## config.mk

```make
export PLATFORM = sky130hd
export DESIGN_NAME = player_kinematics
export DESIGN_NICKNAME = d
export VERILOG_FILES = /design/src/rtl/player_kinematics.sv
export SDC_FILE = /design/constraint.sdc
export NUM_CORES = 1
export LEC_CHECK = 0
export CORE_MARGIN = 2
export CORE_UTILIZATION = 54
export CTS_CLUSTER_SIZE = 24
export DETAILED_ROUTE_END_ITERATION = 10
export PLACE_DENSITY = 0.78
export SLEW_MARGIN = 20
export SYNTH_ARGS = -nofsm -noshare
export SYNTH_HDL_FRONTEND = slang
export SYNTH_SLANG_ARGS = --single-unit
```

## constraint.sdc

```tcl
create_clock -name clk -period 4.2 [get_ports clk]
set_clock_uncertainty 0.05 [all_clocks]
set_input_delay 0.42 -clock clk [delete_from_list [all_inputs] [get_ports clk]]
set_output_delay 0.42 -clock clk [all_outputs]
set_load 0.03 [all_outputs]
```

## src/rtl/player_kinematics.sv

```systemverilog
// Player motion for one sprite: walks, jumps and falls on each game tick.
// Produces a registered position, a sprite index and an airborne flag.
module player_kinematics #(
    parameter int X_W       = 11,
    parameter int Y_W       = 10,
    parameter int X_MIN     = 0,
    parameter int X_MAX     = 1023,
    parameter int X_START   = 64,
    parameter int GROUND_Y  = 400,
    parameter int WALK_V    = 4,
    parameter int JUMP_V    = 12,
    parameter int GRAVITY   = 1,
    parameter int VMAX_FALL = 8,
    parameter int JUMP_HOLD = 6,
    parameter int ANIM_DIV  = 4
) (
    input  logic           clk,
    input  logic           rst,
    input  logic           tick,
    input  logic           jump,
    input  logic           left,
    input  logic           right,
    output logic [X_W-1:0] pos_x,
    output logic [Y_W-1:0] pos_y,
    output logic [5:0]     sprite_id,
    output logic           airborne
);

    localparam int HW = $clog2(JUMP_HOLD + 1);
    localparam int AW = $clog2(ANIM_DIV + 1);

    localparam logic [X_W:0]   XMIN_E  = (X_W+1)'(X_MIN);
    localparam logic [X_W:0]   XMAX_E  = (X_W+1)'(X_MAX);
    localparam logic [X_W:0]   WALK_E  = (X_W+1)'(WALK_V);
    localparam logic [Y_W-1:0] GY      = Y_W'(GROUND_Y);
    localparam logic [Y_W-1:0] JV      = Y_W'(JUMP_V);
    localparam logic [Y_W-1:0] GR      = Y_W'(GRAVITY);
    localparam logic [Y_W-1:0] VMX     = Y_W'(VMAX_FALL);
    localparam logic [HW-1:0]  JH      = HW'(JUMP_HOLD);
    localparam logic [AW-1:0]  AD      = AW'(ANIM_DIV);

    typedef enum logic [1:0] {GROUND, RISE, FALL} state_t;

    state_t         r_state;
    logic [X_W-1:0] r_pos_x;
    logic [Y_W-1:0] r_pos_y;
    logic [Y_W-1:0] r_vy;
    logic [HW-1:0]  r_hold_cnt;
    logic [AW-1:0]  r_anim_cnt;
    logic [1:0]     r_frame;
    logic           r_facing_left;
    logic           r_jump_armed;
    logic [5:0]     r_sprite_id;
    logic           r_airborne;

    state_t         w_state_n;
    logic [X_W-1:0] w_x_n;
    logic [Y_W-1:0] w_y_n;
    logic [Y_W-1:0] w_vy_n;
    logic [HW-1:0]  w_hold_n;
    logic [AW-1:0]  w_anim_n;
    logic [1:0]     w_frame_n;
    logic           w_face_n;
    logic           w_armed_n;
    logic           w_moving;
    logic [X_W:0]   w_x_inc;
    logic [X_W:0]   w_x_dec;
    logic [Y_W-1:0] w_vy_rise;
    logic [Y_W:0]   w_vy_fall_sum;
    logic [Y_W-1:0] w_vy_fall;
    logic [Y_W:0]   w_y_fall_sum;

    assign w_moving      = left ^ right;
    assign w_x_inc       = {1'b0, r_pos_x} + WALK_E;
    assign w_x_dec       = {1'b0, r_pos_x} - WALK_E;
    assign w_vy_fall_sum = {1'b0, r_vy} + {1'b0, GR};
    assign w_vy_fall     = (w_vy_fall_sum > {1'b0, VMX}) ? VMX : w_vy_fall_sum[Y_W-1:0];
    assign w_y_fall_sum  = {1'b0, r_pos_y} + {1'b0, w_vy_fall};

    always_comb begin
        w_x_n     = r_pos_x;
        w_face_n  = r_facing_left;
        w_armed_n = r_jump_armed | ~jump;
        w_state_n = r_state;
        w_y_n     = r_pos_y;
        w_vy_n    = r_vy;
        w_hold_n  = r_hold_cnt;
        w_vy_rise = r_vy;
        w_anim_n  = r_anim_cnt;
        w_frame_n = r_frame;

        // Horizontal saturates at the bounds; the extra bit catches overflow and underflow.
        if (right && !left) begin
            w_x_n    = (w_x_inc > XMAX_E) ? XMAX_E[X_W-1:0] : w_x_inc[X_W-1:0];
            w_face_n = 1'b0;
        end else if (left && !right) begin
            w_x_n    = (w_x_dec[X_W] || (w_x_dec < XMIN_E)) ? XMIN_E[X_W-1:0] : w_x_dec[X_W-1:0];
            w_face_n = 1'b1;
        end

        case (r_state)
            GROUND: begin
                if (jump && r_jump_armed) begin
                    w_y_n     = r_pos_y - JV;
                    w_vy_n    = JV;
                    w_hold_n  = HW'(1);
                    w_state_n = RISE;
                    w_armed_n = 1'b0;
                end else begin
                    w_y_n = GY;
                end
            end
            RISE: begin
                if (jump && (r_hold_cnt < JH)) begin
                    w_hold_n  = r_hold_cnt + HW'(1);
                    w_vy_rise = r_vy;
                end else begin
                    w_vy_rise = (r_vy <= GR) ? '0 : (r_vy - GR);
                end
                if (w_vy_rise == '0) begin
                    w_vy_n    = '0;
                    w_state_n = FALL;
                end else if (w_vy_rise > r_pos_y) begin
                    w_y_n     = '0;
                    w_vy_n    = '0;
                    w_state_n = FALL;
                end else begin
                    w_y_n  = r_pos_y - w_vy_rise;
                    w_vy_n = w_vy_rise;
                end
            end
            FALL: begin
                if (w_y_fall_sum >= {1'b0, GY}) begin
                    w_y_n     = GY;
                    w_vy_n    = '0;
                    w_state_n = GROUND;
                end else begin
                    w_y_n  = w_y_fall_sum[Y_W-1:0];
                    w_vy_n = w_vy_fall;
                end
            end
            default: w_state_n = GROUND;
        endcase

        // A zero anim counter marks "not walking last tick", so walking restarts at frame 1.
        if ((w_state_n != GROUND) || !w_moving) begin
            w_anim_n  = '0;
            w_frame_n = 2'd0;
        end else if (r_anim_cnt == '0) begin
            w_anim_n  = AW'(1);
            w_frame_n = 2'd1;
        end else if (r_anim_cnt >= AD) begin
            w_anim_n  = AW'(1);
            w_frame_n = (r_frame == 2'd3) ? 2'd1 : (r_frame + 2'd1);
        end else begin
            w_anim_n = r_anim_cnt + AW'(1);
        end
    end

    always_ff @(posedge clk or negedge rst) begin
        if (!rst) begin
            r_state       <= GROUND;
            r_pos_x       <= X_W'(X_START);
            r_pos_y       <= GY;
            r_vy          <= '0;
            r_hold_cnt    <= '0;
            r_anim_cnt    <= '0;
            r_frame       <= 2'd0;
            r_facing_left <= 1'b0;
            r_jump_armed  <= 1'b1;
            r_sprite_id   <= 6'd0;
            r_airborne    <= 1'b0;
        end else if (tick) begin
            r_state       <= w_state_n;
            r_pos_x       <= w_x_n;
            r_pos_y       <= w_y_n;
            r_vy          <= w_vy_n;
            r_hold_cnt    <= w_hold_n;
            r_anim_cnt    <= w_anim_n;
            r_frame       <= w_frame_n;
            r_facing_left <= w_face_n;
            r_jump_armed  <= w_armed_n;
            r_sprite_id   <= {w_face_n, (w_state_n != GROUND) ? 5'd4 : {3'b000, w_frame_n}};
            r_airborne    <= (w_state_n != GROUND);
        end
    end

    assign pos_x     = r_pos_x;
    assign pos_y     = r_pos_y;
    assign sprite_id = r_sprite_id;
    assign airborne  = r_airborne;

endmodule

```

Yosys cells after proc, flatten, opt, wreduce, memory -nomap -nowiden:

Index checks and enable logic that the tools add are counted.

* $add $sub $neg: 10
* $lt $le $gt $ge: 8
* eq/ne operators: 6
* muxes and demuxes: 38
* bitwise gates (word level): 3
* reductions and logical operators: 20

Operators by type and width (count)
* $mux 10: 12
* $pmux 10 s3: 2
* $mux 11: 4
* $mux 3: 6
* $mux 2: 8
* $add 11x3->12 const B: 1
* $gt 12x10->1 const B: 1
* $lt 12x1->1 const B: 1
* $sub 11x3->12 const B: 1
* $add 10x1->11 const B: 1
* $add 10x10->11: 1
* $ge 11x9->1 const B: 1
* $gt 11x4->1 const B: 1
* $gt 10x10->1: 1
* $le 10x1->1 const B: 1
* $logic_not 10->1: 1
* $sub 10x1->10 const B: 1
* $sub 10x10->10: 1
* $sub 10x4->10 const B: 1
* $add 3x1->3 const B: 2
* $ne 2x2->1 const B: 3
* $pmux 2 s3: 1
* $pmux 3 s2: 1
* $reduce_and 3->1: 2
* 18 further kinds: 30

* flip-flop bits (word level): 50
* input port bits: 6
* output and inout bits: 28
* logic and storage cells: 96

Longest topological paths before layout:

Gate-level depths: netlist of the first run.

* depth in word-level cells: 12
* mapped depth: 18
* depth with buffers taken out: 17

Least setup slack after synthesis of the first run:

No wires, ideal clock.

* path kind: register to register
* start point: register r_vy[2]
* end point: register r_anim_cnt[0]
* data arrival time: 3.930 ns
* required time: 4.010 ns
* path slack: 0.080 ns
* cell stages (with the launch flop): 19
* clock period less this slack: 4.120 ns
* cells stage by stage: dfrtp_1 > clkbuf_1 > clkbuf_1 > and3_1 > nor3_1 > a21oi_1 > o22ai_1 > nand3_1 > nor2_1 > ha_1 > fa_1 > a21oi_1 > o21bai_1 > xor2_1 > or3_4 > a311oi_4 > a311oi_1 > o22ai_2 > o22ai_1

* word-level cells in the longest chain between the ends: 11
* elaborated cells on any way between the ends: 19
* classes of those cells: add/sub (3); order compare (4); mux (9); reduce/logical (3)

RTL lines
* start, declared: line 47 `logic [Y_W-1:0] r_vy;`
* start signal, assigned: line 177 `r_vy <= w_vy_n;`
* parallel branches: the longest is 7 deep, another holds $add 10x1->11
* $pmux 2 s3 (*): line 101 `case (r_state)`
* $reduce_bool 2->1 (*): line 146 `if ((w_state_n != GROUND) || !w_moving) begin`
* $logic_or 1x1->1 (*): line 146
* $mux 3 (*): line 146
* end signal, assigned: line 179 `r_anim_cnt <= w_anim_n;`
* end, declared: line 49 `logic [AW-1:0] r_anim_cnt;`

Mark *: on every way between the ends. The select of a mux whose other input is x is not followed.
A chain may end at the register's enable or synchronous reset.

Worst setup path after layout of the first run:

* start point: register r_vy[0]
* end point: register r_sprite_id[2], in the netlist sprite_id[2]

* word-level cells in the longest chain between the ends: 10
* elaborated cells on any way between the ends: 18
* classes of those cells: add/sub (3); order compare (4); mux (9); reduce/logical (2)

RTL lines
* parallel branches: the longest is 7 deep, another holds $add 10x1->11
* $pmux 2 s3 (*): line 101
* $reduce_bool 2->1 (*): line 183 `r_sprite_id <= {w_face_n, (w_state_n != GROUND) ? 5'd4 : {3'b000, w_frame_n}};`
* $mux 3 (*): line 183
* end signal, assigned: line 183
* end, declared: line 53 `logic [5:0] r_sprite_id;`

Marked as above.

==> results of run 1 <==
-- logic make-up (layout without fill, tap and decap cells) --
| kind of cell | after synthesis | after routing | share of synthesized area |
|---|---|---|---|
| AND/OR/NAND/NOR | 184 | 184 | 0.220 |
| XOR/XNOR | 23 | 23 | 0.0476 |
| other | 1 | 8 | 0.000886 |
| adder cells (fa/ha/maj) | 39 | 39 | 0.119 |
| AO/OA/AOI/OAI | 164 | 164 | 0.271 |
| buffers and inverters | 56 | 88 | 0.0580 |
| multiplexers | 6 | 6 | 0.0157 |
| flip-flops | 45 | 45 | 0.268 |
-- flip-flops by register name, indices dropped and copies added, names as in the netlist --
name and cells:
sprite_id 3, pos_x 10, r_frame 2, r_anim_cnt 3, r_hold_cnt 3, r_vy 10
r_facing_left 1, r_state 2, r_jump_armed 1, pos_y 10
-- final cells by class --
class	instances	area share
timing repair buffer	53	0.0957
inverter	27	0.0203
clock buffer	5	0.0138
sequential	45	0.228
tap	102	0.0256
multi-input combinational	424	0.612
clock inverter	3	0.00427
-- final timing paths --
check | cells after the start | to | startpoint | slack [ns]
min in group clk | 2 | r_jump_armed | r_jump_armed | 0.45
min | 1 | pos_x[2] | rst | 0.04
min reg2reg | 2 | r_jump_armed | r_jump_armed | 0.45
max reg2reg | 17 | sprite_id[2] | r_vy[0] | 0.13
max | 17 | sprite_id[2] | r_vy[0] | 0.13
max in group asynchronous | 1 | r_vy[6] | rst | 3.60
-- repair_timing --
action / 4_1_cts / 5_1_grt
setup endpoints to repair: 10 / 26
buffers inserted: 1 / 2
pin swaps: 1 / 12
gates resized for setup: 6 / 33
-- routing by layer --
metal | global-route usage | wire [µm]
met1 | 0.319 | 4660
met2 | 0.456 | 5580
met3 | 0.0309 | 500
met4 | 0.112 | 352
met5 | 0 | 0
-- synth_stat cells, types with 7 or more instances --
cell       instances
nand2b_1          13
xor2_1             9
clkbuf_1          18
o31ai_1            8
inv_1             26
a21oi_1           32
nor4_1             8
a22o_1             7
nor2_1            39
o2bb2ai_1          7
o22ai_1            9
nand3_1           17
dfrtp_1           40
xnor2_1           14
a31oi_1            7
nand2_1           49
nor3_1            17
a21o_1             9
o21ai_0           36
or3_1             11
ha_1              37
-- worst reg2reg max path, cell delays in order (launching register included) --
cell and delay, ns:
dfrtp_2 0.45, buf_4 0.19, inv_1 0.16, ha_4 0.19
or4b_1 0.48, nor3_2 0.14, xor2_1 0.18, nand2_2 0.11
ha_1 0.32, o21a_1 0.13, o21ai_1 0.22, a21oi_2 0.07
o2111ai_2 0.23, nand2_1 0.16, a311oi_2 0.32, o22ai_2 0.12
buf_4 0.18, mux2_4 0.26
-- stage by stage --
stage / total power [µW] / std cells
after floorplan: 2640 / 525
after global placement: 3250 / 648
after detailed placement: 3300 / 648
after CTS: 3650 / 657
after global routing: 4140 / 659
final: 3840 / 659
-- power breakdown --
group,internal [µW],switching (µW),total (µW)
Combinational,1160,1560,2720
Clock,118,169,288
Sequential,586,244,830
Total,1860,1980,3840
==> metrics.yaml, run 1 <==
syn_area_um2: 4230
port-buffer-count: 31
synth_area_leaders: "dfrtp_1, ha_1, nand2_1, o21ai_0, a21oi_1"
drt-pass1-iter-count: 7
dp_slack_ns: -0.0863
final_cell_mix: "nand2_1, nor2_1, dfrtp_1, o21ai_0, ha_1"
ys.flop_type: "dfrtp_1"
crit_top_cell: "buf_4"
whs_ns: 0.0430
track_usage: 0.259
drt_wl_total_um: 11100
critPathCaptureType: "register"
grt_max_degree: 46
path_clk_slew_ns: 0.10
ys_async_sr_fraction: 1.00
crit_required_ns: 4.35
worstPathCellList: "buf_4, inv_1, ha_4, or4b_1, nor3_2, xor2_1, nand2_2, ha_1, o21a_1, o21ai_1, a21oi_2, o2111ai_2, nand2_1, a311oi_2, o22ai_2, buf_4, mux2_4"
clockBufferDepth: 2
htree_levels: 2
leakage_uw: 0.00207
yosysTopAreaCellShare: 0.237
hpwl_um: 8070
cpPeakStageDelay_ns: 0.48
insertion_delay_ns: 0.32
grt_pass1_wl_um: 18200
syn_to_final_growth_pct: 17.8
final-seq-area_um2: 1140
drt-initial-drc-count: 309
timing.fmax_mhz: 245
layout_setup_ws_ns: 0.125
ys_seq_area_frac: 0.268
drv_slew: 0
setup_viol: 0
post-route-util: 0.652
period_minus_slack_ns: 4.07
drive_gt1_frac: 0.153
worstSetupPathType: "reg -> reg"
synth_edf_count: 0
cts_hold_buf: 0
wl_per_cell_um: 16.8
yosys_register_bits: 45
tightest_slew_ns: 0.813
grt_overflow: 0
io-pin-count: 34
drcViolationCount: 0
avgSynthCellArea_um2: 8.17
gp_congestion: 0.929
path_max_fanout: 10
die_h_um: 92.5
path_buf_inv: 3
vias: 4151
cts_made_buffers: 5
ys_types: 74
coreArea_um2: 7650
antenna_cells: 0
antenna_found_initial: 0
num_rows: 32
multi_input_area_um2: 3050
cts_sinks: 45
viasPerCell: 6.30
nFillCells: 638
crit_slowest_cell: "or4b_1"
ir_worst_vdd_mv: 0.622
final_common_cell: "nand2_1"
placed_cell_area_um2: 4690
cts-root-buf: "clkbuf_8"
power_density_nw_per_um2: 771
final_area_um2: 4980
hold_violations: 0
die_w_um: 92.5
status: "completed"
synthCells: 518
fin_crit_sh: 0.970
critPathTopFamily: "compound AO/OA/AOI/OAI gates"
yosys.area.top_type: "dfrtp_1"
fin_tns_setup_ns: 0
ant_nets: 0
cp_data_arrival_time_ns: 4.22
hp-class: "in -> async"
cts_tree: "done"
fin_nets: 601
die_area_um2: 8560
yosysWarnings: 0
startpoint_type: "register"
initial_core_util: 0.553
slew_headroom: 0.458
grt_pass1_vias: 3966
max_cap_violations: 0
Power figures use the tool's default switching activity.
==> run 2, diff against run 1 <==
Settings changed: CORE_UTILIZATION 54 to 32, PLACE_DENSITY 0.78 to default.
==> run 2 against run 1 <==
Power increased by 2.4%. Worst setup slack gained 0.060 ns. Wire length rose by 3.2%. Final area increased by 3.2%. Non-clock buffer count is 5 higher. Largest cell class unchanged. Core utilization decreased by 26 points. Highest routed layer unchanged. Critical path type unchanged. Register-to-register slack gained 0.06 ns.
==> metrics.yaml, run 2 (synthesized netlist as in run 1, its figures left out) <==
wl_per_cell_um: 15.5
antenna_cells: 0
drt_wl_total_um: 11400
port-buffer-count: 31
coreArea_um2: 13100
swShare: 0.501
hp-class: "in -> async"
grt_max_degree: 46
initial_core_util: 0.323
switchingPower_uw: 1970
insertion_delay_ns: 0.29
r2r-end: "r_anim_cnt[1]"
io-pin-count: 34
drive_gt1_frac: 0.149
worstSetupPathType: "reg -> reg"
die_area_um2: 14200
fin_crit_sh: 0.956
final-instance-count-excl-fill: 738
power_density_nw_per_um2: 765
gp_congestion: 0.916
cts-root-buf: "clkbuf_16"
drt-initial-drc-count: 288
cts_tree: "done"
timing.rr.start: "r_vy[0]"
final-seq-area_um2: 1130
hpwl_um: 8420
p_clk_frac: 0.103
power.total_uw: 3930
fin_nets: 606
hold_violations: 0
fin_tns_setup_ns: 0
slew_headroom: 0.535
critPathCaptureType: "register"
startpoint_type: "register"
timing.fmax_mhz: 249
nFillCells: 1342
drcViolationCount: 0
drv_slew: 0
ant_nets: 0
die_h_um: 119
viasPerCell: 5.49
cts_made_buffers: 5
vias: 4053
track_usage: 0.162
die_w_um: 119
multi_input_area_um2: 3030
antenna_found_initial: 0
final_common_cell: "nand2_1"
clockBufferDepth: 2
path_clk_slew_ns: 0.07
htree_levels: 2
grt_overflow: 0
num_rows: 42
cts_sinks: 45
period_minus_slack_ns: 4.02
setup_viol: 0
whs_ns: 0.180
leakage_uw: 0.00213
ir_worst_vdd_mv: 0.444
status: "completed"
cp_data_arrival_time_ns: 4.13
grt_pass1_vias: 3882
crit_required_ns: 4.31
max_cap_violations: 0
r2r_slack_ns: 0.18
drt-pass1-iter-count: 4
final_cell_mix: "nand2_1, dfrtp_1, nor2_1, o21ai_0, ha_1"
seqPwrFrac: 0.210
dp_cells: 727
tightest_slew_ns: 0.695
grt_pass1_wl_um: 19100
path_max_fanout: 8
power.share.combinational: 0.686
r2r_cells: 17
cts_hold_buf: 0
syn_to_final_growth_pct: 21.5
rsz0062_at_grt: "yes"
internal_power_uw: 1960
[run 2: changes by cell type in the layout (fill, tap and decap cells not counted), moves of 3 or more]
cell / previous run / this run
o21ai_1: 4 / 1
clkbuf_16: 0 / 5
dfrtp_1: 35 / 40
clkbuf_8: 5 / 0
dfrtp_2: 5 / 0
buf_4: 22 / 26
[run 2: worst max path at each step]
| stage | to | cells past startpoint | from | slack [ns] |
|---|---|---|---|---|
| 2_1_floorplan | r_anim_cnt[0] | 18 | r_vy[2] | 0.08 |
| 3_3_place_gp | r_frame[1] | 16 | r_vy[0] | -0.02 |
| 3_5_place_dp | sprite_id[2] | 16 | r_vy[0] | -0.13 |
| 4_1_cts | r_vy[2] | 17 | r_vy[0] | -0.007 |
| 5_1_grt | sprite_id[0] | 18 | r_vy[0] | -0.02 |
| 6_report | r_anim_cnt[1] | 17 | r_vy[0] | 0.18 |
[run 2: cell type report]
class	count	share of cell area
Sequential cell	45	0.220
Inverter	27	0.0197
Timing Repair Buffer	58	0.0995
Clock buffer	5	0.0243
Clock inverter	3	0.00438
Multi-Input combinational cell	424	0.589
Tap cell	176	0.0428
[run 2: critical path: stages (launching register included)]
cell and delay [ns]:
dfrtp_1 0.42, ha_2 0.23, and3_1 0.22, nor3_1 0.14, a21oi_1 0.07, o22ai_1 0.19, nand3_2 0.15, nor2_2 0.20
ha_1 0.29, a211oi_2 0.27, o21ai_2 0.14, xnor2_1 0.18, or3_4 0.35, a311oi_4 0.31, buf_4 0.20, a311oi_4 0.06
o22ai_4 0.28, o22ai_1 0.13
[run 2: per-layer routing]
layer / GRT usage / part of all wire / vias up
met3: 0.0239 / 0.029 / 8
li1: - / - / 1986
met2: 0.274 / 0.49 / 74
met4: 0.0365 / 0.0074 / 0
met1: 0.218 / 0.47 / 1985
met5: 0 / 0 / -
[run 2: timing repair]
item,CTS,global route
resized for setup,5,25
setup buffers,0,3
gates cloned,0,0
endpoints found under the setup margin,14,25
pin swaps,1,7
[run 2: power groups by stage]
stage / registers [µW] / logic, µW / clock network [µW]
after floorplan: 893 / 1740 / 0
after global placement: 826 / 2470 / 0
after detailed placement: 833 / 2510 / 0
after CTS: 826 / 2550 / 418
after global routing: 863 / 2980 / 437
final: 828 / 2700 / 406
[run 2: through the flow]
| step | setup slack, ns | instance area (µm²) | util |
|---|---|---|---|
| after floorplan | 0.0800 | 4260 | - |
| after global placement | -0.0171 | 4820 | 0.368 |
| after detailed placement | -0.133 | 4820 | 0.368 |
| after CTS | -0.00679 | 4990 | 0.382 |
| after global routing | -0.0227 | 5140 | 0.393 |
| final | 0.185 | 5140 | 0.393 |
